`src/rtl/filter_pkg.sv`:
```
// Shared definitions for the filter datapath: tagged word layout, tag codes and sequencer states.
package filter_pkg;

   localparam int TAG_WIDTH  = 2;
   localparam int PIX_WIDTH  = 8;
   localparam int DATA_WIDTH = PIX_WIDTH + TAG_WIDTH;
   localparam int DIM_WIDTH  = 10;

   localparam logic [TAG_WIDTH-1:0] INVALID_TAG  = 2'd0;
   localparam logic [TAG_WIDTH-1:0] DATA_TAG0    = 2'd1;
   localparam logic [TAG_WIDTH-1:0] DATA_TAG1    = 2'd2;
   localparam logic [TAG_WIDTH-1:0] DATA_END_TAG = 2'd3;

   typedef enum logic [2:0] {
      ST_IDLE    = 3'd0,
      ST_REFRESH = 3'd1,
      ST_PRIME   = 3'd2,
      ST_STREAM  = 3'd3,
      ST_FLUSH   = 3'd4,
      ST_DONE    = 3'd5
   } ctrl_state_t;

   // Tag lives in the MSBs of every word crossing the filter boundary.
   function automatic logic [TAG_WIDTH-1:0] word_tag(input logic [DATA_WIDTH-1:0] word);
      return word[DATA_WIDTH-1 -: TAG_WIDTH];
   endfunction

endpackage

```
`src/rtl/filter_raster_cnt.sv`:
```
// Raster position counter: x wraps at width-1 and bumps y; flags the final position and odd lines.
module filter_raster_cnt
   import filter_pkg::*;
(
   input  logic                 clk,
   input  logic                 rst,
   input  logic                 clear,
   input  logic                 advance,
   input  logic [DIM_WIDTH-1:0] width,
   input  logic [DIM_WIDTH-1:0] height,
   output logic                 last,
   output logic                 odd
);

   logic [DIM_WIDTH-1:0] x;
   logic [DIM_WIDTH-1:0] y;
   logic                 line_end;

   assign line_end = (x == width - DIM_WIDTH'(1));
   assign last     = line_end && (y == height - DIM_WIDTH'(1));
   assign odd      = y[0];

   always_ff @(posedge clk) begin
      if (rst || clear) begin
         x <= '0;
         y <= '0;
      end else if (advance) begin
         if (last) begin
            x <= '0;
            y <= '0;
         end else if (line_end) begin
            x <= '0;
            y <= y + DIM_WIDTH'(1);
         end else begin
            x <= x + DIM_WIDTH'(1);
         end
      end
   end

endmodule

```
`src/rtl/filter_stream_ctrl.sv`:
```
// Frame sequencer feeding filter_unit: refresh, prime, gap-free raster stream, drain, report.
// Optional FILTER_CTRL_STATS_EN adds per-frame output-count and cycle-count statistics.
module filter_stream_ctrl
   import filter_pkg::*;
#(
   parameter int OPE_WIDTH     = 3,
   parameter int FLUSH_TIMEOUT = 4096
) (
   input  logic                  clk,
   input  logic                  rst,
   input  logic [DIM_WIDTH-1:0]  cfg_width,
   input  logic [DIM_WIDTH-1:0]  cfg_height,
   input  logic                  start,
   output logic                  busy,
   output logic                  done,
   input  logic [PIX_WIDTH-1:0]  src_data,
   input  logic                  src_valid,
   output logic                  src_ready,
   output logic [DATA_WIDTH-1:0] filt_data_in,
   output logic                  filt_refresh,
   output logic [DIM_WIDTH-1:0]  filt_image_width,
   input  logic [DATA_WIDTH-1:0] filt_data_out,
   output logic [PIX_WIDTH-1:0]  dst_data,
   output logic                  dst_valid,
   output logic                  dst_last,
   output logic                  err_underrun,
   output logic                  err_timeout,
   output logic                  err_cfg,
`ifdef FILTER_CTRL_STATS_EN
   output logic [19:0]           stat_out_count,
   output logic [31:0]           stat_cycles,
`endif
   output ctrl_state_t           dbg_state
);

   // Handshake: a source pixel moves when src_valid && src_ready at a rising edge;
   // src_ready is high for every STREAM cycle and the stream never waits on src_valid.

   localparam int PW = DIM_WIDTH + $clog2(OPE_WIDTH);
   localparam int TW = $clog2(FLUSH_TIMEOUT + 1);

   ctrl_state_t           state;
   ctrl_state_t           state_next;
   logic [DIM_WIDTH-1:0]  height_q;
   logic [PW-1:0]         prime_cnt;
   logic [PW-1:0]         prime_last;
   logic [TW-1:0]         flush_cnt;
   logic                  flush_expired;
   logic                  end_seen;
   logic                  cfg_ok;
   logic                  start_accept;
   logic                  rc_last;
   logic                  rc_odd;
   logic                  out_fire;
   logic [TAG_WIDTH-1:0]  out_tag;
   logic [DATA_WIDTH-1:0] stream_word;

   assign cfg_ok        = (cfg_width >= DIM_WIDTH'(2)) && (cfg_height != '0);
   assign start_accept  = (state == ST_IDLE) && start && cfg_ok;
   assign prime_last    = PW'(filt_image_width) * PW'(OPE_WIDTH - 1) - PW'(1);
   assign flush_expired = (flush_cnt == TW'(FLUSH_TIMEOUT - 1));
   assign out_tag       = word_tag(filt_data_out);
   assign end_seen      = (out_tag == DATA_END_TAG);
   assign out_fire      = ((state == ST_STREAM) || (state == ST_FLUSH)) && (out_tag != INVALID_TAG);
   assign dbg_state     = state;

   filter_raster_cnt u_raster (
      .clk     (clk),
      .rst     (rst),
      .clear   (start_accept),
      .advance (state == ST_STREAM),
      .width   (filt_image_width),
      .height  (height_q),
      .last    (rc_last),
      .odd     (rc_odd)
   );

   always_ff @(posedge clk) begin
      if (rst) state <= ST_IDLE;
      else     state <= state_next;
   end

   always_comb begin
      state_next = state;
      case (state)
         ST_IDLE:    if (start_accept) state_next = ST_REFRESH;
         ST_REFRESH: state_next = ST_PRIME;
         ST_PRIME:   if (prime_cnt == prime_last) state_next = ST_STREAM;
         ST_STREAM:  if (rc_last) state_next = ST_FLUSH;
         ST_FLUSH:   if (end_seen || flush_expired) state_next = ST_DONE;
         ST_DONE:    state_next = ST_IDLE;
         default:    state_next = ST_IDLE;
      endcase
   end

   always_comb begin
      busy         = (state != ST_IDLE);
      src_ready    = (state == ST_STREAM);
      filt_refresh = (state == ST_REFRESH);
      done         = (state == ST_DONE);
   end

   // A missing pixel becomes a bubble, except at the final position where END must still go out.
   always_comb begin
      stream_word = {INVALID_TAG, PIX_WIDTH'(0)};
      if (src_valid)
         stream_word = {(rc_last ? DATA_END_TAG : (rc_odd ? DATA_TAG1 : DATA_TAG0)), src_data};
      else if (rc_last)
         stream_word = {DATA_END_TAG, PIX_WIDTH'(0)};
   end

   always_ff @(posedge clk) begin
      if (rst) begin
         filt_image_width <= '0;
         height_q         <= '0;
         prime_cnt        <= '0;
         flush_cnt        <= '0;
         filt_data_in     <= '0;
         dst_data         <= '0;
         dst_valid        <= 1'b0;
         dst_last         <= 1'b0;
         err_underrun     <= 1'b0;
         err_timeout      <= 1'b0;
         err_cfg          <= 1'b0;
      end else begin
         if (start_accept) begin
            filt_image_width <= cfg_width;
            height_q         <= cfg_height;
            err_underrun     <= 1'b0;
            err_timeout      <= 1'b0;
            err_cfg          <= 1'b0;
         end else if ((state == ST_IDLE) && start) begin
            err_cfg <= 1'b1;
         end
         prime_cnt <= (state == ST_PRIME) ? prime_cnt + PW'(1) : '0;
         flush_cnt <= (state == ST_FLUSH) ? flush_cnt + TW'(1) : '0;
         if ((state == ST_FLUSH) && !end_seen && flush_expired) err_timeout <= 1'b1;
         if ((state == ST_STREAM) && !src_valid) err_underrun <= 1'b1;
         filt_data_in <= (state == ST_STREAM) ? stream_word : '0;
         dst_valid    <= out_fire;
         dst_last     <= out_fire && end_seen;
         dst_data     <= out_fire ? filt_data_out[PIX_WIDTH-1:0] : '0;
      end
   end

`ifdef FILTER_CTRL_STATS_EN
   always_ff @(posedge clk) begin
      if (rst || start_accept) begin
         stat_out_count <= '0;
         stat_cycles    <= '0;
      end else begin
         if (state != ST_IDLE) stat_cycles    <= stat_cycles + 32'd1;
         if (out_fire)         stat_out_count <= stat_out_count + 20'd1;
      end
   end
`endif

endmodule

```
`config.mk`:
```
export PLATFORM = sky130hd
export DESIGN_NAME = filter_stream_ctrl
export DESIGN_NICKNAME = d
export VERILOG_FILES = /design/src/rtl/filter_pkg.sv /design/src/rtl/filter_raster_cnt.sv /design/src/rtl/filter_stream_ctrl.sv
export SDC_FILE = /design/constraint.sdc
export NUM_CORES = 1
export LEC_CHECK = 0
export ABC_CLOCK_PERIOD_IN_PS = 3000
export CELL_PAD_IN_SITES_DETAIL_PLACEMENT = 0
export CELL_PAD_IN_SITES_GLOBAL_PLACEMENT = 1
export CORE_MARGIN = 3
export CORE_UTILIZATION = 26
export DETAILED_ROUTE_END_ITERATION = 8
export GPL_TIMING_DRIVEN = 0
export PLACE_DENSITY_LB_ADDON = 0.1
export SYNTH_ARGS = -nofsm -noshare
export SYNTH_HDL_FRONTEND = slang
export SYNTH_SLANG_ARGS = --single-unit
```
`constraint.sdc`:
```
create_clock -name clk -period 3 [get_ports clk]
set_input_delay 0.75 -clock clk [delete_from_list [all_inputs] [get_ports clk]]
set_output_delay 0.75 -clock clk [all_outputs]
set_load 0.05 [all_outputs]
```
== Yosys cells after proc, flatten, opt, wreduce, memory -nomap -nowiden ==
Index checks and enable logic that the tools add are counted.
Cells by class
  bitwise logic cells: 4
  equal/unequal tests: 14
  magnitude comparators: 1
  mux-type cells: 16
  reductions and logical operators: 28
  $add $sub $neg: 7
Operator list (number)
  $mux W10: 6
  $add A10 B1 Y10 const B: 2
  $eq A10 B10 Y1: 2
  $sub A10 B1 Y10 const B: 2
  $pmux W3 S5: 1
  $add A13 B1 Y13 const B: 1
  $eq A13 B12 Y1 const B: 1
  $add A12 B1 Y12 const B: 1
  $eq A12 B12 Y1: 1
  $mux W3: 4
  $sub A11 B1 Y12 const B: 1
  $ge A10 B2 Y1 const B: 1
  $reduce_bool A10 Y1: 1
  $reduce_or A2 Y1: 5
  $logic_and A1 B1 Y1: 9
  $reduce_bool A2 Y1: 4
  $eq A3 B2 Y1 const B: 2
  $eq A3 B3 Y1 const B: 2
  $ne A2 B1 Y1 const B: 3
  $mux W2: 2
  $not A1 Y1: 4
  $reduce_and A4 Y1: 1
  $eq A3 B1 Y1 const B: 1
  $logic_not A3 Y1: 1
  7 further kinds: 12
Storage, ports and cells
  bits of input ports: 42
  word-level logic and storage cells: 84
  register bits after elaboration: 91

== Logic depth before layout (Yosys ltp) ==
Gate-level depths: netlist of the first run.
  depth after elaboration: 5
  mapped depth: 12

== By module ==
Synthesis of the first run repeated with hierarchy kept, for this count alone.
Second synthesis, totals
  cell total of the unflattened synthesis: 524
  area, all modules: 4631.9 µm²
Modules (own cells, without submodules)
  filter_stream_ctrl: seq. area each 1421.4 µm², area an instance 2946.6 µm², times used 1, cells each 318
  filter_raster_cnt: seq. area each 400.4 µm², area an instance 1685.4 µm², times used 1, cells each 206

== Worst setup path after synthesis of the first run ==
Ideal clock, no wire load.
  kind: flip-flop to flip-flop
  start: register filt_image_width[0]
  end: register u_raster.y[7]
  slack: -0.121 ns
  data arrival time: 3.050 ns
  library setup time: 0.071 ns
  buffers on the path: 3
  data required time: 2.929 ns
  stages on the path, launching flop included: 11
  cell sequence: dfxtp_1 buf_6 or4_1 buf_2 or4_4 a22oi_4 nand3_2 or2_1 buf_6 or4_1 a21oi_1
Between the ends
  word-level cells in the longest chain between the ends: 5
  elaborated cells on any way between the ends: 6
  those cells by class: add/sub: 1; eq/ne: 1; mux: 1; reduce/logical: 3
Ends and longest elaborated chain
  start: declaration: RTL line filter_stream_ctrl.sv:21  | output logic [DIM_WIDTH-1:0] filt_image_width,
  start signal: assignment: RTL line filter_stream_ctrl.sv:127  | filt_image_width <= cfg_width;
  $sub A10 B1 Y10 (*): RTL line filter_raster_cnt.sv:19  | assign line_end = (x == width - DIM_WIDTH'(1));
  $eq A10 B10 Y1 (*): RTL line filter_raster_cnt.sv:19
  $logic_and A1 B1 Y1: RTL line filter_raster_cnt.sv:20  | assign last = line_end && (y == height - DIM_WIDTH'(1));
  $reduce_bool A2 Y1 (no source line)
  $reduce_and A2 Y1 (no source line)
  end signal: assignment: RTL line filter_raster_cnt.sv:33  | y <= y + DIM_WIDTH'(1);
  end: declaration: RTL line filter_raster_cnt.sv:16  | logic [DIM_WIDTH-1:0] y;
Mark *: on every way between the ends. The rest lies on a longest branch, timed or not.
A chain may end at the register's enable or synchronous reset.

== Worst setup path after layout of the first run ==
  start: register filt_image_width[0]
  end: register u_raster.y[8]
Same word-level chain as after synthesis.

==> results of run 1 <==
[logic make-up after synthesis]
kind of cell	share of synthesized area
compound gates	0.107
mux	0.0493
buf+inv	0.0415
simple gates	0.257
xor+xnor	0.123
flops	0.405
fa+ha+maj	0.0167
[worst max-delay path by stage]
stage	startpoint	to	slack, ps	depth (start not counted)
finish	filt_image_width[0]	u_raster.y[8]	100	9
global route	filt_image_width[0]	u_raster.y[8]	3	9
CTS	filt_image_width[0]	u_raster.y[8]	6	10
detailed placement	filt_image_width[0]	u_raster.x[7]	-320	12
global placement	filt_image_width[0]	u_raster.x[4]	-260	12
floorplan	filt_image_width[1]	u_raster.y[7]	8	9
[registers in the layout (all words and copies together) (netlist names), 3 cells and up]
name              count
dbg_state             3
dst_data              8
filt_data_in         10
filt_image_width     10
flush_cnt            13
height_q             10
prime_cnt            12
u_raster.x           10
u_raster.y           10
[metrics by stage]
stage / power [mW] / utilization / TNS (ps)
floorplan: 1.84 / - / 0
global placement: 2.07 / 0.333 / -5080
detailed placement: 2.08 / 0.333 / -5890
CTS: 3.36 / 0.355 / 0
global route: 3.49 / 0.358 / 0
finish: 3.30 / 0.358 / 0
[report_power, final]
group          total, mW  internal (mW)  switching (mW)  leakage, nW
Clock               1.21          0.670           0.544        0.155
Combinational      0.780          0.345           0.435         1.40
Sequential          1.31           1.25          0.0618        0.738
Total               3.30           2.26            1.04         2.29
[routing by layer]
metal	GRT usage	routed length (µm)
met3	0.0299	368
met2	0.222	5960
met4	0.0432	163
met5	0	0
met1	0.193	6310
[layout by cell type, fill, tap and decap left out, types with 7 or more instances in the layout]
cell type                         Yosys  routed
sky130_fd_sc_hd__clkbuf_16            0       9
sky130_fd_sc_hd__nor2_1              79      78
sky130_fd_sc_hd__a21oi_1             22      21
sky130_fd_sc_hd__o21ai_0             14      14
sky130_fd_sc_hd__nand3_1             25      25
sky130_fd_sc_hd__inv_1               17      17
sky130_fd_sc_hd__nand2_1             23      22
sky130_fd_sc_hd__xnor2_1             26      25
sky130_fd_sc_hd__and3_1              19      19
sky130_fd_sc_hd__nor4_1               8       7
sky130_fd_sc_hd__clkbuf_1            21      17
sky130_fd_sc_hd__xor2_1              37      37
sky130_fd_sc_hd__nand4_1             16      16
sky130_fd_sc_hd__and2_1              11      11
sky130_fd_sc_hd__mux2i_1             21      21
sky130_fd_sc_hd__dfxtp_1             91      88
sky130_fd_sc_hd__or3_1               11      11
sky130_fd_sc_hd__clkdlybuf4s50_1      0      78
[repair_timing]
| action | in CTS | in global routing |
|---|---|---|
| buffers inserted | 1 | 3 |
| pin swaps | 4 | 7 |
| setup endpoints to repair | 20 | 27 |
| gates cloned | 0 | 0 |
| resized for setup | 15 | 16 |
| hold endpoints to repair | 0 | 0 |
[final cells by class]
| class | count | area [µm²] | area share |
|---|---|---|---|
| Buffer | 25 | 113 | 0.0188 |
| Clock buffer | 9 | 225 | 0.0375 |
| Clock inverter | 7 | 87.6 | 0.0146 |
| Inverter | 17 | 63.8 | 0.0106 |
| Multi-Input combinational cell | 389 | 2570 | 0.428 |
| Sequential cell | 91 | 1830 | 0.304 |
| Tap cell | 220 | 275 | 0.0458 |
| Timing Repair Buffer | 85 | 841 | 0.140 |
==> results.md, run 1 <==
Timing:
- The number of setup violations in the final report is 0.
- The final-report max-slew violation count is 0.
- The share of the cycle needed by the critical path after routing is 0.966.
- Derived from the worst setup path, the maximum achievable clock frequency is 345 MHz.
- On the final layout, the worst hold slack is 454 ps.
- The tightest slew margin relative to the limit is 0.486.
- The final clock skew is 8.22 ps.
- Setup repair after global routing left no endpoint under its margin.
- Subtracting the final worst setup slack from the clock period gives 2900 ps.
- The minimum setup slack in the final design is 103 ps.
- The number of hold-slack violations in the final timing report is 0.
- The slew at the pin closest to its max-slew limit is 770 ps.

Synth:
- The gate count of the mapped netlist is 525.
- The synthesized design spends more area on one cell type than any other, namely sky130_fd_sc_hd__dfxtp_1.
- The commonest cells after synthesis are sky130_fd_sc_hd__dfxtp_1, sky130_fd_sc_hd__nor2_1, sky130_fd_sc_hd__xor2_1, sky130_fd_sc_hd__xnor2_1, sky130_fd_sc_hd__nand3_1.
- Among all cell types in the netlist, the one instantiated most often is sky130_fd_sc_hd__dfxtp_1.
- The net count of the mapped netlist is 573.
- Of the synthesized area, sequential elements account for 0.405.
- By area the synthesized netlist is led by sky130_fd_sc_hd__dfxtp_1, sky130_fd_sc_hd__xor2_1, sky130_fd_sc_hd__nor2_1.
- In this run the cell area of the synthesized design comes to 4490 µm².
- The Yosys warning count is 0.
- The number of different library cells in the post-synthesis netlist is 56.
- Yosys mapped a number of flops with a built-in enable equal to 0.
- The share of Yosys cell area claimed by the top area cell type is 0.405.
- The most used flip-flop cell after synthesis is sky130_fd_sc_hd__dfxtp_1.
- In this run the mean area of a mapped cell was 8.56 µm².
- The number of flip-flops and latches in the synthesized netlist is 91.
- In the synthesized netlist the async set-or-reset flop fraction comes to 0.

Place:
- The wire-length estimate of the detail-placed layout is 9.75 mm.
- Input and output buffers added on the ports amount to 81.
- The area after detailed placement is 5590 µm².
- The final weighted congestion of routability-driven global placement is 0.755.
- Prior to clock tree synthesis, the placed netlist has a worst setup slack of -324 ps.
- In this run, placement finished with an instance count of 826.

Die:
- The chip height is 137 µm.
- The area of the die is 18,900 µm².
- The number of primary I/O pins is 82.
- The die is 137 µm wide.
- The starting utilization of the core area is 0.268.
- The placeable core area is 16,800 µm².
- The number of placement rows is 47.

Routing:
- The post-detailed-routing wire length is 12.8 mm.
- In the routed layout, each cell is associated on average with a via count of 4.62.
- Detailed routing inserted a total of 3,896 vias.
- The initial DRC count is 132.
- For this run, design rule violations remaining after detail routing come to 0.
- The remaining number of nets flagged by the antenna check after routing is 0.
- The routed wirelength normalized by instance count is 15.2 µm.
- The pre-antenna-repair detailed-routing pass consisted of 4 iterations.

Critical path:
- On the critical path the largest part of the delay comes from simple AND/OR/NAND/NOR gates.
- In this run the critical register-to-register path is captured at u_raster.y[8].
- The critical-path maximum fanout is 9.
- The number of cells on the worst reg-to-reg path is 9.
- In this run the critical register-to-register path is launched from filt_image_width[0].
- STA puts the critical path data arrival time at 3180 ps.
- The delay of the slowest cell on the worst path is 530 ps.
- STA classifies the critical path startpoint as a register.
- The critical path is of the register to register type.
- Together, buffers and inverters on the worst path number 2.
- The endpoint class of the critical path is a register.
- Data on the critical path is required at its endpoint by 3280 ps.
- Traced cell by cell, the critical path runs through buf_6 > or4_4 > or4_4 > a22oi_4 > nand3_2 > or2_1 > buf_6 > or4_1 > a21oi_1.
- Across all register-to-register paths, the minimum setup slack is 100 ps.
- The slowest stage of the critical path is the sky130_fd_sc_hd__or4_4 cell.

Global routing:
- The first global-routing pass estimated 20.7 mm of wire.
- For this run, the total global-route usage over all layers was measured as 0.141.
- For this run the aggregate overflow at the end of global routing stands at 0.
- The number of antenna violations at the first check in global routing is 0.
- The number of global-route vias before repair is 3,833.
- Entering global routing, the biggest net connects 19 pins.

Final layout:
- Of the cells placed in the final design, the portion with a size suffix greater than 1 is 0.0819.
- The total inserted antenna cells is 0.
- The final net count is 666.
- The total of fill cells in the finished design is 1,752.
- Relative to the synthesized area, the layout overhead comes to 33.7%.
- The finished layout holds 843 standard cells, fillers aside.
- The final instance area is 6010 µm².

Clock tree:
- No sink is reached through more buffers than the 2 on the longest clock path.
- The quantity of hold-fixing buffers added after cts is 0.
- The clock reaches the later pin of the worst-skew pair after 350 ps.
- TritonCTS built the clock tree.
- Buffers inserted during clock tree synthesis total 9.
- The number of clock sinks is 91.
- The root cell of the clock tree is sky130_fd_sc_hd__clkbuf_16.
- After clock tree synthesis, the clock-pin slew on the worst setup and hold paths is 70 ps.
- In this run the number of H-tree levels came out at 3.

Power:
- The analysis attributes to cell leakage a power of 2.29 nW.
- The power density over cell area is 550 nW/µm².
- IR analysis of the VDD net gives a maximum drop of 0.000301 V.

Min path:
- The worst hold path endpoint is flush_cnt[0].
- The startpoint identified for the worst hold timing path is flush_cnt[0].
- The min-delay analysis places its worst path in the category register to register.
- The number of instances on the worst hold path is 1.

Run:
- The max-cap check violation count is 0.

Status:
- The run finished with clean final reports.
(Power assumes the default switching activity.)
==> inputs of run 2 (changes only) <==
--- a/config.mk
+++ b/config.mk
@@ -13,6 +13,7 @@
 export DETAILED_ROUTE_END_ITERATION = 8
 export GPL_TIMING_DRIVEN = 0
 export PLACE_DENSITY_LB_ADDON = 0.1
+export SLEW_MARGIN = 20
 export SYNTH_ARGS = -nofsm -noshare
 export SYNTH_HDL_FRONTEND = slang
 export SYNTH_SLANG_ARGS = --single-unit
==> results of run 2 <==
No change in the layout: final DEF, timing and power equal those of run 1.
